===== config.mk =====
export PLATFORM = sky130hd
export DESIGN_NAME = sobel_edge_pipe_flat
export DESIGN_NICKNAME = d
export VERILOG_FILES = /design/src/rtl/sobel_edge_pipe_if.sv /design/src/rtl/sobel_edge_pipe.sv /design/src/flat_wrapper.sv
export SDC_FILE = /design/constraint.sdc
export NUM_CORES = 1
export LEC_CHECK = 0
export CORE_UTILIZATION = 55
export CTS_CLUSTER_DIAMETER = 30
export DETAILED_ROUTE_END_ITERATION = 8
export GPL_TIMING_DRIVEN = 0
export PLACE_DENSITY = 0.81
export SLEW_MARGIN = 10
export SYNTH_ARGS = -nofsm -noshare
export SYNTH_HDL_FRONTEND = slang
export SYNTH_SLANG_ARGS = --single-unit

===== constraint.sdc =====
create_clock -name clk -period 6.4 [get_ports clk]
set_input_delay 1.28 -clock clk [delete_from_list [all_inputs] [get_ports clk]]
set_output_delay 1.28 -clock clk [all_outputs]
set_load 0.02 [all_outputs]

===== src/rtl/sobel_edge_pipe_if.sv =====
// Window-in / pixel-out stream bundle for the Sobel pipeline.
// master = window generator + pixel writer side, slave = the pipeline.
interface sobel_edge_pipe_if #(
    parameter int PIX_W = 8
);
    logic                          in_valid;
    logic                          in_ready;
    logic [2:0][2:0][PIX_W-1:0]    comp_matrix;
    logic [PIX_W+2:0]              threshold;
    logic                          out_valid;
    logic                          out_ready;
    logic                          edge_pixel;
    logic [PIX_W-1:0]              mag_pixel;
    logic                          sobel_done;

    modport master (
        output in_valid, comp_matrix, threshold, out_ready,
        input  in_ready, out_valid, edge_pixel, mag_pixel, sobel_done
    );

    modport slave (
        input  in_valid, comp_matrix, threshold, out_ready,
        output in_ready, out_valid, edge_pixel, mag_pixel, sobel_done
    );
endinterface


===== src/rtl/sobel_edge_pipe.sv =====
// Three-stage Sobel |Gx|+|Gy| edge detector with valid/ready flow control
// and an end-of-frame pulse after FRAME_PIX output pixels.
module sobel_edge_pipe #(
    parameter int PIX_W     = 8,
    parameter int FRAME_PIX = 4096
) (
    input  logic               clk,
    input  logic               rst,
    sobel_edge_pipe_if.slave   bus
);
    localparam int GW    = PIX_W + 3;
    localparam int CNT_W = $clog2(FRAME_PIX + 1);
    localparam logic [CNT_W-1:0] LAST_CNT = CNT_W'(FRAME_PIX - 1);

    function automatic logic [GW-1:0] ext(input logic [PIX_W-1:0] p);
        return GW'(p);
    endfunction

    // |g| always fits: the gradient magnitude never exceeds 4*(2^PIX_W-1).
    function automatic logic [GW-1:0] abs_g(input logic signed [GW-1:0] g);
        logic [GW-1:0] r;
        r = g[GW-1] ? GW'(-g) : GW'(g);
        return r;
    endfunction

    function automatic logic [PIX_W-1:0] sat_mag(input logic [GW-1:0] s);
        return (s[GW-1:PIX_W] != '0) ? '1 : s[PIX_W-1:0];
    endfunction

    logic advance;
    logic out_hs;

    logic [GW-1:0]        gx_pos, gx_neg, gy_pos, gy_neg;
    logic signed [GW-1:0] gx_c, gy_c;

    logic signed [GW-1:0] gx_p0, gy_p0;
    logic [GW-1:0]        thr_p0;
    logic                 vld_p0;

    logic [GW-1:0]        sum_p1;
    logic [GW-1:0]        thr_p1;
    logic                 vld_p1;

    logic                 vld_p2;
    logic                 edge_p2;
    logic [PIX_W-1:0]     mag_p2;

    logic [CNT_W-1:0]     pix_cnt;
    logic                 done_q;

    assign advance       = ~(vld_p2 & ~bus.out_ready);
    assign out_hs        = vld_p2 & bus.out_ready;
    assign bus.in_ready  = advance;
    assign bus.out_valid = vld_p2;
    assign bus.edge_pixel = edge_p2;
    assign bus.mag_pixel = mag_p2;
    assign bus.sobel_done = done_q;

    // Positive and negative kernel halves are non-negative and fit in GW bits,
    // so the modular difference is the correct two's-complement gradient.
    always_comb begin
        gx_pos = ext(bus.comp_matrix[0][2]) + (ext(bus.comp_matrix[1][2]) << 1)
               + ext(bus.comp_matrix[2][2]);
        gx_neg = ext(bus.comp_matrix[0][0]) + (ext(bus.comp_matrix[1][0]) << 1)
               + ext(bus.comp_matrix[2][0]);
        gy_pos = ext(bus.comp_matrix[2][0]) + (ext(bus.comp_matrix[2][1]) << 1)
               + ext(bus.comp_matrix[2][2]);
        gy_neg = ext(bus.comp_matrix[0][0]) + (ext(bus.comp_matrix[0][1]) << 1)
               + ext(bus.comp_matrix[0][2]);
        gx_c   = signed'(gx_pos - gx_neg);
        gy_c   = signed'(gy_pos - gy_neg);
    end

    // ---- S1/S2 data: gradients, then sum; threshold rides along ----
    always_ff @(posedge clk) begin
        if (advance) begin
            gx_p0  <= gx_c;
            gy_p0  <= gy_c;
            thr_p0 <= bus.threshold;
            sum_p1 <= abs_g(gx_p0) + abs_g(gy_p0);
            thr_p1 <= thr_p0;
        end
    end

    // ---- stage valids and S3 output registers ----
    always_ff @(posedge clk) begin
        if (rst) begin
            vld_p0  <= 1'b0;
            vld_p1  <= 1'b0;
            vld_p2  <= 1'b0;
            edge_p2 <= 1'b0;
            mag_p2  <= '0;
        end else if (advance) begin
            vld_p0  <= bus.in_valid;
            vld_p1  <= vld_p0;
            vld_p2  <= vld_p1;
            edge_p2 <= (sum_p1 > thr_p1);
            mag_p2  <= sat_mag(sum_p1);
        end
    end

    // ---- frame counter: pulse follows the handshake of the last pixel ----
    always_ff @(posedge clk) begin
        if (rst) begin
            pix_cnt <= '0;
            done_q  <= 1'b0;
        end else begin
            done_q <= 1'b0;
            if (out_hs) begin
                if (pix_cnt == LAST_CNT) begin
                    pix_cnt <= '0;
                    done_q  <= 1'b1;
                end else begin
                    pix_cnt <= pix_cnt + CNT_W'(1);
                end
            end
        end
    end
endmodule


===== src/flat_wrapper.sv =====
// flat-port wrapper written by rule: the top's interface ports become plain ports
module sobel_edge_pipe_flat 
#(
    parameter int PIX_W     = 8,
    parameter int FRAME_PIX = 4096
)
  (clk, rst, bus_in_valid, bus_comp_matrix, bus_threshold, bus_out_ready, bus_in_ready, bus_out_valid, bus_edge_pixel, bus_mag_pixel, bus_sobel_done);
  sobel_edge_pipe_if #(.PIX_W(PIX_W)) bus_i ();
  input  logic clk;
  input  logic rst;
  input wire logic [$bits(bus_i.in_valid)-1:0] bus_in_valid;
  input wire logic [$bits(bus_i.comp_matrix)-1:0] bus_comp_matrix;
  input wire logic [$bits(bus_i.threshold)-1:0] bus_threshold;
  input wire logic [$bits(bus_i.out_ready)-1:0] bus_out_ready;
  output wire logic [$bits(bus_i.in_ready)-1:0] bus_in_ready;
  output wire logic [$bits(bus_i.out_valid)-1:0] bus_out_valid;
  output wire logic [$bits(bus_i.edge_pixel)-1:0] bus_edge_pixel;
  output wire logic [$bits(bus_i.mag_pixel)-1:0] bus_mag_pixel;
  output wire logic [$bits(bus_i.sobel_done)-1:0] bus_sobel_done;
  assign bus_i.in_valid = bus_in_valid;
  assign bus_i.comp_matrix = bus_comp_matrix;
  assign bus_i.threshold = bus_threshold;
  assign bus_i.out_ready = bus_out_ready;
  assign bus_in_ready = bus_i.in_ready;
  assign bus_out_valid = bus_i.out_valid;
  assign bus_edge_pixel = bus_i.edge_pixel;
  assign bus_mag_pixel = bus_i.mag_pixel;
  assign bus_sobel_done = bus_i.sobel_done;
  sobel_edge_pipe #(.PIX_W(PIX_W), .FRAME_PIX(FRAME_PIX)) u_core (.clk(clk), .rst(rst), .bus(bus_i));
endmodule

* After elaboration in Yosys (flattened, before gate mapping)
Index checks and enable logic that the tools add are counted.
W data, S select, Z words.
** Cells by class
- Bitwise gates (word level) :: 5
- $add $sub $neg :: 14
- Equality and inequality tests :: 1
- $lt $le $gt $ge :: 1
- Mux-type cells :: 5
- Reduce and logical (&&, ||, !) cells :: 2
** Operators with widths (number)
- $add A11 B8 Y11 :: 4
- $add A8 B9 Y10 :: 4
- $mux W11 :: 2
- $neg A11 Y11 :: 2
- $sub A11 B11 Y11 :: 2
- $add A13 B1 Y13 const B :: 1
- $eq A13 B12 Y1 const B :: 1
- $mux W13 :: 1
- $add A11 B11 Y11 :: 1
- $gt A11 B11 Y1 :: 1
- $mux W8 :: 1
- $not A1 Y1 :: 3
- $reduce_bool A3 Y1 :: 1
- $and A1 B1 Y1 :: 2
- $reduce_or A2 Y1 :: 1
- $mux W1 :: 1
** Storage, ports and cells
- Output and inout port bits :: 12
- Register bits :: 81
- Input port bits :: 87

* Depth between registers and ports, before layout
- Depth in word-level cells :: 3
- Gate-level depth with buffers :: 16
- Depth with buffers taken out :: 16

* Worst setup path after synthesis
Ideal clock, no wire load.
- Path type :: in2reg
- Start :: input port bus_comp_matrix[1]
- End :: register u_core.gy_p0[10] (data pin)
- Library setup time :: 0.135 ns
- Setup slack :: 1.240 ns
- Stages on the path :: 16
- Arrival :: 5.025 ns
- Path through :: ha_1 -> fa_1 -> a21o_1 -> a21oi_1 -> nor2b_1 -> o31ai_1 -> a21boi_1 -> fa_1 -> inv_1 -> fa_1 -> ha_1 -> or4_1 -> o21ai_1 -> a21oi_1 -> a2111o_1 -> nand3_1
** On the way
- Cells in the longest elaborated chain, start to end :: 3
** RTL lines
- from (decl) :: RTL line flat_wrapper.sv:12 : input wire logic [$bits(bus_i.comp_matrix)-1:0] bus_comp_matrix;
- $add A8 B9 Y10 :: RTL line sobel_edge_pipe.sv:68 : gy_neg = ext(bus.comp_matrix[0][0]) + (ext(bus.comp_matrix[0][1]) << 1)
- $add A11 B8 Y11 :: RTL line sobel_edge_pipe.sv:69 : + ext(bus.comp_matrix[0][2]);
- $sub A11 B11 Y11 :: RTL line sobel_edge_pipe.sv:71 : gy_c = signed'(gy_pos - gy_neg);
- net u_core.gy_c[10] :: RTL line sobel_edge_pipe.sv:34 : logic signed [GW-1:0] gx_c, gy_c;
- to (signal assigned) :: RTL line sobel_edge_pipe.sv:78 : gy_p0 <= gy_c;
- to (decl) :: RTL line sobel_edge_pipe.sv:36 : logic signed [GW-1:0] gx_p0, gy_p0;
The timed path passes the listed nets, and every way through them passes these cells.
A chain may end at the register's enable or synchronous reset.

* Worst setup path after layout
Ends and elaborated chain as after synthesis.

==> results.cfg <==
[cells_and_area]
area_growth_pct = 20.69
drive_above_1_share_pct = 2.564
final_util_pct = 69.11
diodes = 0
stdcell_area_um2 = 7993
instances_no_fill = 923
final_cell_mix = inv_1, clkdlybuf4s50_1, ha_1
layout.cells.most_common = inv_1
layout.nets = 979

[global_route]
grt_usage_pct = 22.94
grt_pass1_wl_mm = 22.97
grt_pass1_vias = 5390
grt_overflow = 0
grt_max_degree = 65
antenna_found_initial = 0

[floorplanning]
die_w_um = 111.7
initial_core_util_pct = 57.26
rows = 39
fp.dieH_um = 111.7
boundaryPins = 99
dieArea_um2 = 12480
core_area_um2 = 11560

[critical_path]
startpoint_type = input port
worstSetupPathType = in -> reg
worstPathMaxFanout = 4
arrival_ns = 5.97
cp.required_ns = 6.59
worstSetupEndpointType = flip-flop
startpoint = bus_comp_matrix[1]
r2r-start = u_core.gy_p0[0]$_DFFE_PN_

[outcome]
violations = DRC
status = finished, violations left

[clocking]
cts_setup_buffers = 0
numCtsBuffers = 9
cts.sink_count = 80
postCtsHoldBufs = 0
cts_resized = 0
clk_latency_ns = 0.33
cts_buffer_depth = 2
cts_tree = built
cts.clk_slew.worst_paths_ns = 0.06
htreeDepth = 3
cts_root_buffer = clkbuf_16

[yosys]
yosys_warnings = 0
ys_seq_area_share_pct = 32.34
synth_top_cell_by_area = edfxtp_1
postSynthCellCount = 674
ys_top_cells_by_area = edfxtp_1, ha_1, fa_1
synthesis.nets = 878
synth_top_area_share_pct = 24.49
synth_edf_count = 54
synth_flop_cell = edfxtp_1
syn_area_um2 = 6623
synthDistinctLibCells = 53
synth_seq_cells = 80
syn_area_per_cell_um2 = 9.826
async_reset_ff_share_pct = 0

[sta]
max_freq_mhz = 173.1
finalCriticalPeriod_ns = 5.777
final-hold-violation-count = 0
relSlewSlack_pct = 45.96
slew_violations = 0
finalSetupViolations = 0
fin_crit_sh_pct = 90.26
setup_ws_ns = 0.6233
skew_ns = 0.005548
grt_setup_unrepaired = no
worst_pin_slew_ns = 0.8106

[drt]
antenna_left = 0
vias_per_cell = 5.537
drtIter0Drc = 249
vias = 5111
post_drt_wl_per_cell_um = 14.96
wl_mm = 13.81
drt_pass1_iterations = 7
drcViolationCount = 5

[job]
drv_cap = 0

[min_path]
hold_path.class = reg -> reg
hold_start = u_core.thr_p0[1]$_DFFE_PN_

[placed_design]
gp_congestion = 0.8810
post-place-ws_ns = 0.2824
place_area_um2 = 7706
numPortBuffers = 90
dp.cells = 907
dp_hpwl_mm = 11.52

[pwr]
p_total_uw = 3759
power.leakage_uw = 0.003531
powerDensity_nw_per_um2 = 470.3
peakVddDrop_v = 0.0002772
==> Yosys cell counts (5+ instances only) <==
library cell / number
nor2b_1: 7
clkbuf_1: 6
dfxtp_1: 26
xor2_1: 23
xnor2_1: 47
and3_1: 5
or3_1: 5
o21bai_1: 5
edfxtp_1: 54
a21o_1: 18
nand2_1: 38
nor3_1: 16
a211oi_1: 8
o21a_1: 16
o31ai_1: 7
o21ai_1: 5
o21ai_0: 18
ha_1: 80
nand2b_1: 6
nor2_1: 54
inv_1: 92
nand3_1: 11
a21oi_1: 36
nor4_1: 6
fa_1: 37
nand4_1: 7
==> layer usage <==
layer  track usage [%]  wire, um  share of wire, %  vias up
li1                  -         -                 -     2558
met1             23.74      5531                40     2374
met2             44.43      7332                53      144
met3             4.083       526               3.8       35
met4             10.63       419               3.0        0
met5                 0         0                 0        -
==> cell families after synthesis <==
family          Yosys count  synth area share, %
flops                    80                32.34
fa+ha+maj               117                26.30
xor+xnor                 70                9.257
mux                       1               0.1511
compound gates          140                14.00
simple gates            168                12.39
buf+inv                  98                5.554
==> power by group <==
| group | total (uW) | internal, uW | switching, uW |
|---|---|---|---|
| clock network | 479 | 295 | 184 |
| registers | 928 | 833 | 95.2 |
| logic | 2350 | 1100 | 1250 |
| total | 3760 | 2230 | 1530 |
==> per-stage QoR <==
stage                     TNS [ns]  hold WS, ns
after global placement    -0.07655       0.4032
after detailed placement         0       0.4057
after global routing             0       0.4298
final                            0       0.4170
after CTS                        0       0.4156
after floorplan                  0       0.4003
==> registers in the layout, indices dropped and copies added (netlist names) <==
name,count
u_core.bus.out_valid,1
u_core.sum_p1,11
u_core.vld_p1,1
u_core.bus.mag_pixel,8
u_core.thr_p0,11
u_core.vld_p0,1
u_core.bus.sobel_done,1
u_core.bus.edge_pixel,1
u_core.gx_p0,10
u_core.thr_p1,11
u_core.gy_p0,11
u_core.pix_cnt,13
==> final cells by class <==
type                       instances  area (um2)
multi-input combinational        496        4113
fill                             875        3572
sequential                        80        2142
timing repair buffer              90       900.9
inverter                          92       345.3
clock buffer                      13       271.5
tap                              143       178.9
buffer                             6       26.28
clock inverter                     3       15.01
==> critical path: stages <==
cell,delay [ns]
clkdlybuf4s50_1,0.44
ha_1,0.25
fa_1,0.42
a21o_1,0.17
a21oi_1,0.29
nor2b_1,0.11
o31ai_1,0.25
a21boi_1,0.28
fa_1,0.44
inv_1,0.08
fa_1,0.42
ha_1,0.26
or4_1,0.52
o21ai_1,0.09
a21oi_1,0.10
a2111o_1,0.46
nand3_1,0.09
==> worst paths after layout <==
| check | slack, ns | cells after the start | to |
|---|---|---|---|
| worst min-delay path | 0.42 | 0 | u_core.thr_p1[1]$_DFFE_PN_ |
| worst max register to register | 3.34 | 10 | u_core.sum_p1[9]$_DFFE_PN_ |
| worst min register to register | 0.42 | 0 | u_core.thr_p1[1]$_DFFE_PN_ |
| worst max-delay path | 0.62 | 17 | u_core.gy_p0[10]$_DFFE_PN_ |
No activity file was read; power rests on OpenSTA's default activity.
